**src/rtl/pellet_map.sv**
```systemverilog
// Per-tile pellet store: sweeps the maze wall ROM to fill pellets, clears them as Pac-Man eats.
// Optional POWER_PELLET_EN adds a power-pellet RAM with eaten_power / vga_power outputs.
module pellet_map #(
  parameter int NUM_TILES = 1200,
  parameter int INDEX_W   = 11,
  parameter int COUNT_W   = 11
`ifdef POWER_PELLET_EN
  ,
  parameter int PP0 = 81,
  parameter int PP1 = 118,
  parameter int PP2 = 1081,
  parameter int PP3 = 1118
`endif
) (
  input  logic               Clk,
  input  logic               Reset,
  input  logic               refill,
  output logic [INDEX_W-1:0] init_index,
  input  logic               init_is_wall,
  input  logic               pacman_valid,
  input  logic [INDEX_W-1:0] pacman_index,
  input  logic [INDEX_W-1:0] vga_index,
  output logic               vga_pellet,
  output logic               eaten,
  output logic [COUNT_W-1:0] pellets_left,
  output logic               busy,
  output logic               level_clear,
`ifdef POWER_PELLET_EN
  output logic               eaten_power,
  output logic               vga_power,
`endif
  output logic [1:0]         state_dbg
);

  typedef enum logic [1:0] {
    S_INIT  = 2'd0,
    S_DRAIN = 2'd1,
    S_RUN   = 2'd2,
    S_CLEAR = 2'd3
  } state_t;

  state_t             state, state_next;
  logic [INDEX_W-1:0] addr, addr_d;
  logic               sweep_v;
  logic               sweep_we;
  logic               open_tile;
  logic               s1_valid;
  logic [INDEX_W-1:0] s1_idx;
  logic               s1_bit;
  logic               fire;
  logic               mem_we;
  logic               mem_wdata;
  logic [INDEX_W-1:0] mem_waddr;
  logic               pellet_mem [NUM_TILES];

  // Handshake: pacman_valid is a one-cycle strobe with no back-pressure; each
  // accepted strobe in RUN enters stage 1 and resolves in stage 2 one cycle later.
  always_comb begin
    open_tile  = ~init_is_wall;
    sweep_we   = ((state == S_INIT) || (state == S_DRAIN)) && sweep_v;
    fire       = (state == S_RUN) && s1_valid && s1_bit && (pellets_left != '0);
    state_next = state;
    case (state)
      S_INIT:  if (addr == INDEX_W'(NUM_TILES - 1)) state_next = S_DRAIN;
      S_DRAIN: state_next = ((pellets_left == '0) && !open_tile) ? S_CLEAR : S_RUN;
      S_RUN:   if (fire && (pellets_left == COUNT_W'(1))) state_next = S_CLEAR;
      S_CLEAR: state_next = S_CLEAR;
      default: state_next = S_INIT;
    endcase
    if (refill) state_next = S_INIT;
    mem_we     = (sweep_we || fire) && !Reset;
    mem_waddr  = sweep_we ? addr_d : s1_idx;
    mem_wdata  = sweep_we ? open_tile : 1'b0;
    busy       = (state == S_INIT) || (state == S_DRAIN);
    init_index = (state == S_INIT) ? addr : '0;
    state_dbg  = state;
  end

  always_ff @(posedge Clk) begin
    if (Reset) state <= S_INIT;
    else       state <= state_next;
  end

  always_ff @(posedge Clk) begin
    if (mem_we) pellet_mem[mem_waddr] <= mem_wdata;
  end

`ifdef POWER_PELLET_EN
  logic power_mem [NUM_TILES];
  logic s1_pow;
  logic pp_hit;

  always_comb begin
    pp_hit = (addr_d == INDEX_W'(PP0)) || (addr_d == INDEX_W'(PP1)) ||
             (addr_d == INDEX_W'(PP2)) || (addr_d == INDEX_W'(PP3));
  end

  // Shares the pellet write port: the sweep marks power tiles, an eat always clears.
  always_ff @(posedge Clk) begin
    if (mem_we) power_mem[mem_waddr] <= sweep_we ? (open_tile && pp_hit) : 1'b0;
  end

  always_ff @(posedge Clk) begin
    if (Reset) begin
      s1_pow      <= 1'b0;
      eaten_power <= 1'b0;
      vga_power   <= 1'b0;
    end else begin
      vga_power   <= power_mem[vga_index];
      eaten_power <= fire && s1_pow && !refill;
      s1_pow      <= power_mem[pacman_index] && !(fire && (s1_idx == pacman_index));
    end
  end
`endif

  always_ff @(posedge Clk) begin
    if (Reset) begin
      addr         <= '0;
      addr_d       <= '0;
      sweep_v      <= 1'b0;
      pellets_left <= '0;
      s1_valid     <= 1'b0;
      s1_idx       <= '0;
      s1_bit       <= 1'b0;
      eaten        <= 1'b0;
      vga_pellet   <= 1'b0;
      level_clear  <= 1'b0;
    end else begin
      vga_pellet  <= pellet_mem[vga_index];
      level_clear <= (state == S_CLEAR) && !refill;
      eaten       <= fire && !refill;
      if (refill) begin
        addr         <= '0;
        sweep_v      <= 1'b0;
        pellets_left <= '0;
        s1_valid     <= 1'b0;
      end else begin
        s1_valid <= (state == S_RUN) && pacman_valid;
        s1_idx   <= pacman_index;
        // Forward a same-cycle clear so a held strobe cannot eat the tile twice.
        s1_bit   <= pellet_mem[pacman_index] && !(fire && (s1_idx == pacman_index));
        sweep_v  <= (state == S_INIT);
        addr_d   <= addr;
        if (state == S_INIT) addr <= addr + INDEX_W'(1);
        if (sweep_we && open_tile) pellets_left <= pellets_left + COUNT_W'(1);
        else if (fire)             pellets_left <= pellets_left - COUNT_W'(1);
      end
    end
  end

endmodule

```
**config.mk**
```make
export PLATFORM = sky130hd
export DESIGN_NAME = pellet_map
export DESIGN_NICKNAME = d
export VERILOG_FILES = /design/src/rtl/pellet_map.sv
export SDC_FILE = /design/constraint.sdc
export NUM_CORES = 2
export LEC_CHECK = 0
export BUFFER_PORTS_ARGS = -buffer_cell sky130_fd_sc_hd__clkbuf_2
export CAP_MARGIN = 20
export CELL_PAD_IN_SITES_DETAIL_PLACEMENT = 0
export CELL_PAD_IN_SITES_GLOBAL_PLACEMENT = 1
export CORE_MARGIN = 1.5
export CORE_UTILIZATION = 43
export CTS_CLUSTER_SIZE = 25
export DETAILED_ROUTE_END_ITERATION = 7
export PLACE_DENSITY = 0.71
export SLEW_MARGIN = 20
export SYNTH_ARGS = -nofsm -noshare
export SYNTH_HDL_FRONTEND = slang
export SYNTH_SLANG_ARGS = --single-unit
```
**constraint.sdc**
```tcl
create_clock -name Clk -period 57.8 [get_ports Clk]
set_input_delay 11.56 -clock Clk [delete_from_list [all_inputs] [get_ports Clk]]
set_output_delay 11.56 -clock Clk [all_outputs]
set_load 0.01 [all_outputs]
```
# Yosys cells after proc, flatten, opt, wreduce, memory -nomap -nowiden
# Memory sizes are Yosys's and may differ from the RTL's. A register that Yosys moved wholly into a read port is not among the register bits.
# Index checks and enable logic that the tools add are counted.
# word_totals
romBits	0
latchBits	0
n_memories	1
out_inout_bits	28
wordCells	58
ramBits	1200
ff_bits	51
# mem_list
name	words	word_bits	read_ports	rd_ports_with_merged_regs	wr	line	rtl
pellet_mem	1200	1	2	1	1	54	logic pellet_mem [NUM_TILES];
# classes
add_sub_neg	3
eq_ne	8
n_mul	0
mux	11
n_reduce_logical	24
shifts	0
order_cmp	0
div	0
bitwise	1
# ops
op	n
$mux W11	4
$add A11 B1 Y11 const B	2
$logic_and A1 B1 Y1	13
$eq A11 B1 Y1 const B	1
$eq A11 B11 Y1	1
$eq A11 B11 Y1 const B	1
$logic_not A11 Y1	1
$reduce_bool A11 Y1	1
$sub A11 B1 Y11 const B	1
$pmux W2 S4	1
$eq A2 B2 Y1 const B	2
$mux W1	4
$mux W2	2
$ne A2 B2 Y1 const B	2
$logic_not A1 Y1	3
$eq A2 B1 Y1 const B	1
$logic_not A2 Y1	1
$logic_or A1 B1 Y1	2
$reduce_and A2 Y1	1
$reduce_bool A2 Y1	1
$reduce_or A2 Y1	1
$not A1 Y1	1

# Longest topological paths before layout
# depth
ltp_word	8
depth_mapped	14

# Worst setup path before layout
# No wires, ideal clock.
# synth_timing
kind	input to register
startpoint	input init_is_wall
endpoint	memory pellet_mem[0], data pin
setup_ns	5.831
arrival_time_ns	39.034
t_required_ns	51.969
setup_slack_ns	12.934
stages	1
path_cell_list	nor2_1
# synth_between
elab_chain_len	2
# synth_rtl
element	line	rtl
start, declared	19	input logic init_is_wall,
$not A1 Y1	59	open_tile = ~init_is_wall;
$mux W1	73	mem_wdata = sweep_we ? open_tile : 1'b0;
end, declared	54	
# No other way between the ends.

# Worst setup path after layout
# layout_timing
startpoint	input pacman_index[0]
endpoint	register s1_bit
# layout_between
elab_chain_len	4
word_cells_on_any_way	5
classes_between	1 x eq/ne; 3 x reduce/logical; 1 x memory
# layout_rtl
element	line	rtl
start, declared	21	input logic [INDEX_W-1:0] pacman_index,
branches (longest 3 deep; another with $mem_v2 Z1200 W1)	n/a	
$logic_and A1 B1 Y1 (*)	141	s1_bit <= pellet_mem[pacman_index] && !(fire && (s1_idx == pacman_index));
end signal, assigned	141	
end, declared	49	logic s1_bit;
# Every way passes the cells marked *.
# A chain may end at the register's enable or synchronous reset.

==> impl_metrics.env <==
export IMPL_chipWidth_um=389.7
export IMPL_postCtsSetupRepairBufs=0
export IMPL_post_cts_resized=0
export IMPL_grt_use_total=0.2878
export IMPL_netlist_area_mm2=0.06430
export IMPL_cts_buffers=139
export IMPL_hold_viol=0
export IMPL_dieHeight_um=389.7
export IMPL_detail_route_antenna_nets=0
export IMPL_period_minus_slack_ns=15.91
export IMPL_routed_via_density=6.684
export IMPL_rows=141
export IMPL_ys_ff_latch=1252
export IMPL_port_buffers=54
export IMPL_ys_seq_area_frac=0.5766
export IMPL_fin_util=0.4752
export IMPL_grt_pass1_wl_um=310400
export IMPL_tightest_slew_ns=1.351
export IMPL_clock_skew_ns=0.02499
export IMPL_rsz0062_at_grt="false"
export IMPL_overflow=0
export IMPL_drt_iter0_drc=6757
export IMPL_grt_start_max_net_pins=128
export IMPL_drc=0
export IMPL_critPathLaunchType="input pin"
export IMPL_outcome="complete, no violations"
export IMPL_ys_warn_count=0
export IMPL_holdCritPathClass="flip-flop to flip-flop"
export IMPL_drive_above_1_share=0.2192
export IMPL_p_per_area_mw_per_mm2=28.70
export IMPL_async_flop_share=0
export IMPL_slew_violations=0
export IMPL_fill_cells=12930
export IMPL_first_pass_iters=6
export IMPL_cts_sinks=1252
export IMPL_crit_start="pacman_index[0]"
export IMPL_clkTransAtPathRegs_ns=0.06
export IMPL_synth_cell_types=82
export IMPL_nNetsFinal=4486
export IMPL_critPathRequiredTime_ns=58.39
export IMPL_synth_nets=4633
export IMPL_final_common_cell="nor2_1"
export IMPL_core_area_mm2=0.1480
export IMPL_max_freq_ghz=0.06286
export IMPL_endpoint_kind="flip-flop"
export IMPL_routedWlPerCell_um=33.84
export IMPL_min_period_over_period=0.2753
export IMPL_h_tree_depth=4
export IMPL_synth_ff_type="edfxtp_1"
export IMPL_hold_buffers=0
export IMPL_clk_path_buf_depth=3
export IMPL_vias=43420
export IMPL_synthCells=4601
export IMPL_setup_violations=0
export IMPL_crit_type="input pin to flip-flop"
export IMPL_antenna_found_initial=7
export IMPL_grt_pass1_vias=41940
export IMPL_synth_edf_count=1200
export IMPL_arrival_ns=16.50
export IMPL_setup_tns_ns=0
export IMPL_cts_tree="yes"
export IMPL_dieArea_mm2=0.1519
export IMPL_cap_violations=0
export IMPL_gp_congestion=0.8586
export IMPL_clock_root_buffer="clkbuf_16"
export IMPL_cp_max_fo=91
export IMPL_initial_utilization=0.4344
export IMPL_seqCellArea_mm2=0.03708
export IMPL_total_power_mw=2.018
export IMPL_clkLatencyLatePin_ns=0.79
export IMPL_ir_worst_vdd_v=0.00002860
export IMPL_syn2layout_area_growth_pct=9.387
export IMPL_pin_count=55
export IMPL_wl_um=219800
export IMPL_min_delay_start="addr_d[0]"
export IMPL_rr_startpoint="state_dbg[1]"
export IMPL_p_leak_nw=21.50
export IMPL_maxSlewHeadroom=0.09837
export IMPL_avgSynthCellArea_um2=13.98
export IMPL_multiInputGateArea_mm2=0.02512
export IMPL_final_cell_mix="nor2_1 (1297), edfxtp_1 (1200), mux4_2 (547), mux2i_1 (223), clkbuf_16 (146)"
export IMPL_dp_hpwl_um=119600
-- kinds of logic after synthesis --
| logic type | share of synthesized area |
|---|---|
| buf+inv | 0.03569 |
| compound gates | 0.04182 |
| simple gates | 0.1023 |
| fa+ha+maj | 0.0009729 |
| xor+xnor | 0.004086 |
| flops | 0.5766 |
| mux | 0.2385 |
-- layout make-up --
type / count / share of cell area
Sequential cell: 1252 / 0.5271
Multi-Input combinational cell: 2867 / 0.3571
Clock buffer: 188 / 0.05452
Timing Repair Buffer: 169 / 0.01827
Inverter: 25 / 0.001352
Tap cell: 1930 / 0.03433
Clock inverter: 62 / 0.007204
Antenna cell: 3 / 0.0001067
-- worst max-delay path, cell delays in order --
cell and delay, ns:
buf_8 0.53, buf_12 0.66, buf_4 0.65, buf_4 0.67
mux4_2 0.60, o221ai_1 0.20, a32oi_1 0.15, a2111oi_0 0.86
a211oi_1 0.18, o211ai_1 0.16, a21oi_1 0.09
-- final timing paths --
kind,end,cells after the start,slack [ns]
hold / removal,addr_d[0],2,0.50
hold reg to reg,addr_d[0],2,0.50
setup reg to reg,pellet_mem[685],7,53.03
setup / recovery,s1_bit,11,41.89
-- state kept, by name, summed over array words and instances, names as in the netlist --
name	flops
s1_valid	1
sweep_v	1
s1_idx	11
state_dbg	2
pellets_left	11
eaten	1
level_clear	1
addr_d	11
addr	11
pellet_mem	1200
s1_bit	1
vga_pellet	1
-- routing by layer --
metal / vias to the layer above / wire (um) / GRT usage
met5: - / 64 / 0
met4: 8 / 11520 / 0.1330
met3: 553 / 23450 / 0.05258
met2: 2713 / 101500 / 0.4506
met1: 22810 / 83230 / 0.3918
li1: 17340 / - / -
-- metrics by stage --
stage          cell area (um^2)  setup slack [ns]  hold WS (ns)  instances
2_1_floorplan             64300             12.93        0.4640       4601
3_3_place_gp              65840             41.00        0.4862       6238
3_5_place_dp              65880             41.06        0.4931       6240
4_1_cts                   70220             41.90        0.5067       6490
5_1_grt                   70330             41.56        0.5300       6493
6_report                  70340             41.89        0.4978       6496
-- power by group --
group	switching [mW]	internal (mW)	total (mW)
combinational	0.102	0.0580	0.160
sequential	0.00130	0.990	0.992
clock	0.371	0.496	0.867
-- synthesized netlist by cell type (14+ instances only) --
cell	number	area [um^2]
edfxtp_1	1200	36030
o21ai_0	34	170.2
and2_1	14	87.58
mux4_1	23	604.3
nor2b_1	15	93.84
nor2_1	1310	4917
nand3_1	33	165.2
a31oi_1	18	112.6
a22oi_1	42	315.3
buf_1	45	168.9
a211oi_1	20	150.1
buf_2	106	530.5
inv_1	18	67.56
dfxtp_1	52	1041
a21oi_1	58	290.3
nand2_1	178	668.1
nor3_1	27	135.1
buf_4	53	397.9
o22ai_1	44	275.3
a221oi_1	14	122.6
mux4_2	547	12320
o221ai_1	52	455.4
mux2i_1	223	2232
mux2_2	16	180.2
clkbuf_1	236	885.9
xnor2_1	14	122.6
xor2_1	16	140.1
a22o_1	19	166.4
No activity file was read; power rests on OpenSTA's default activity.
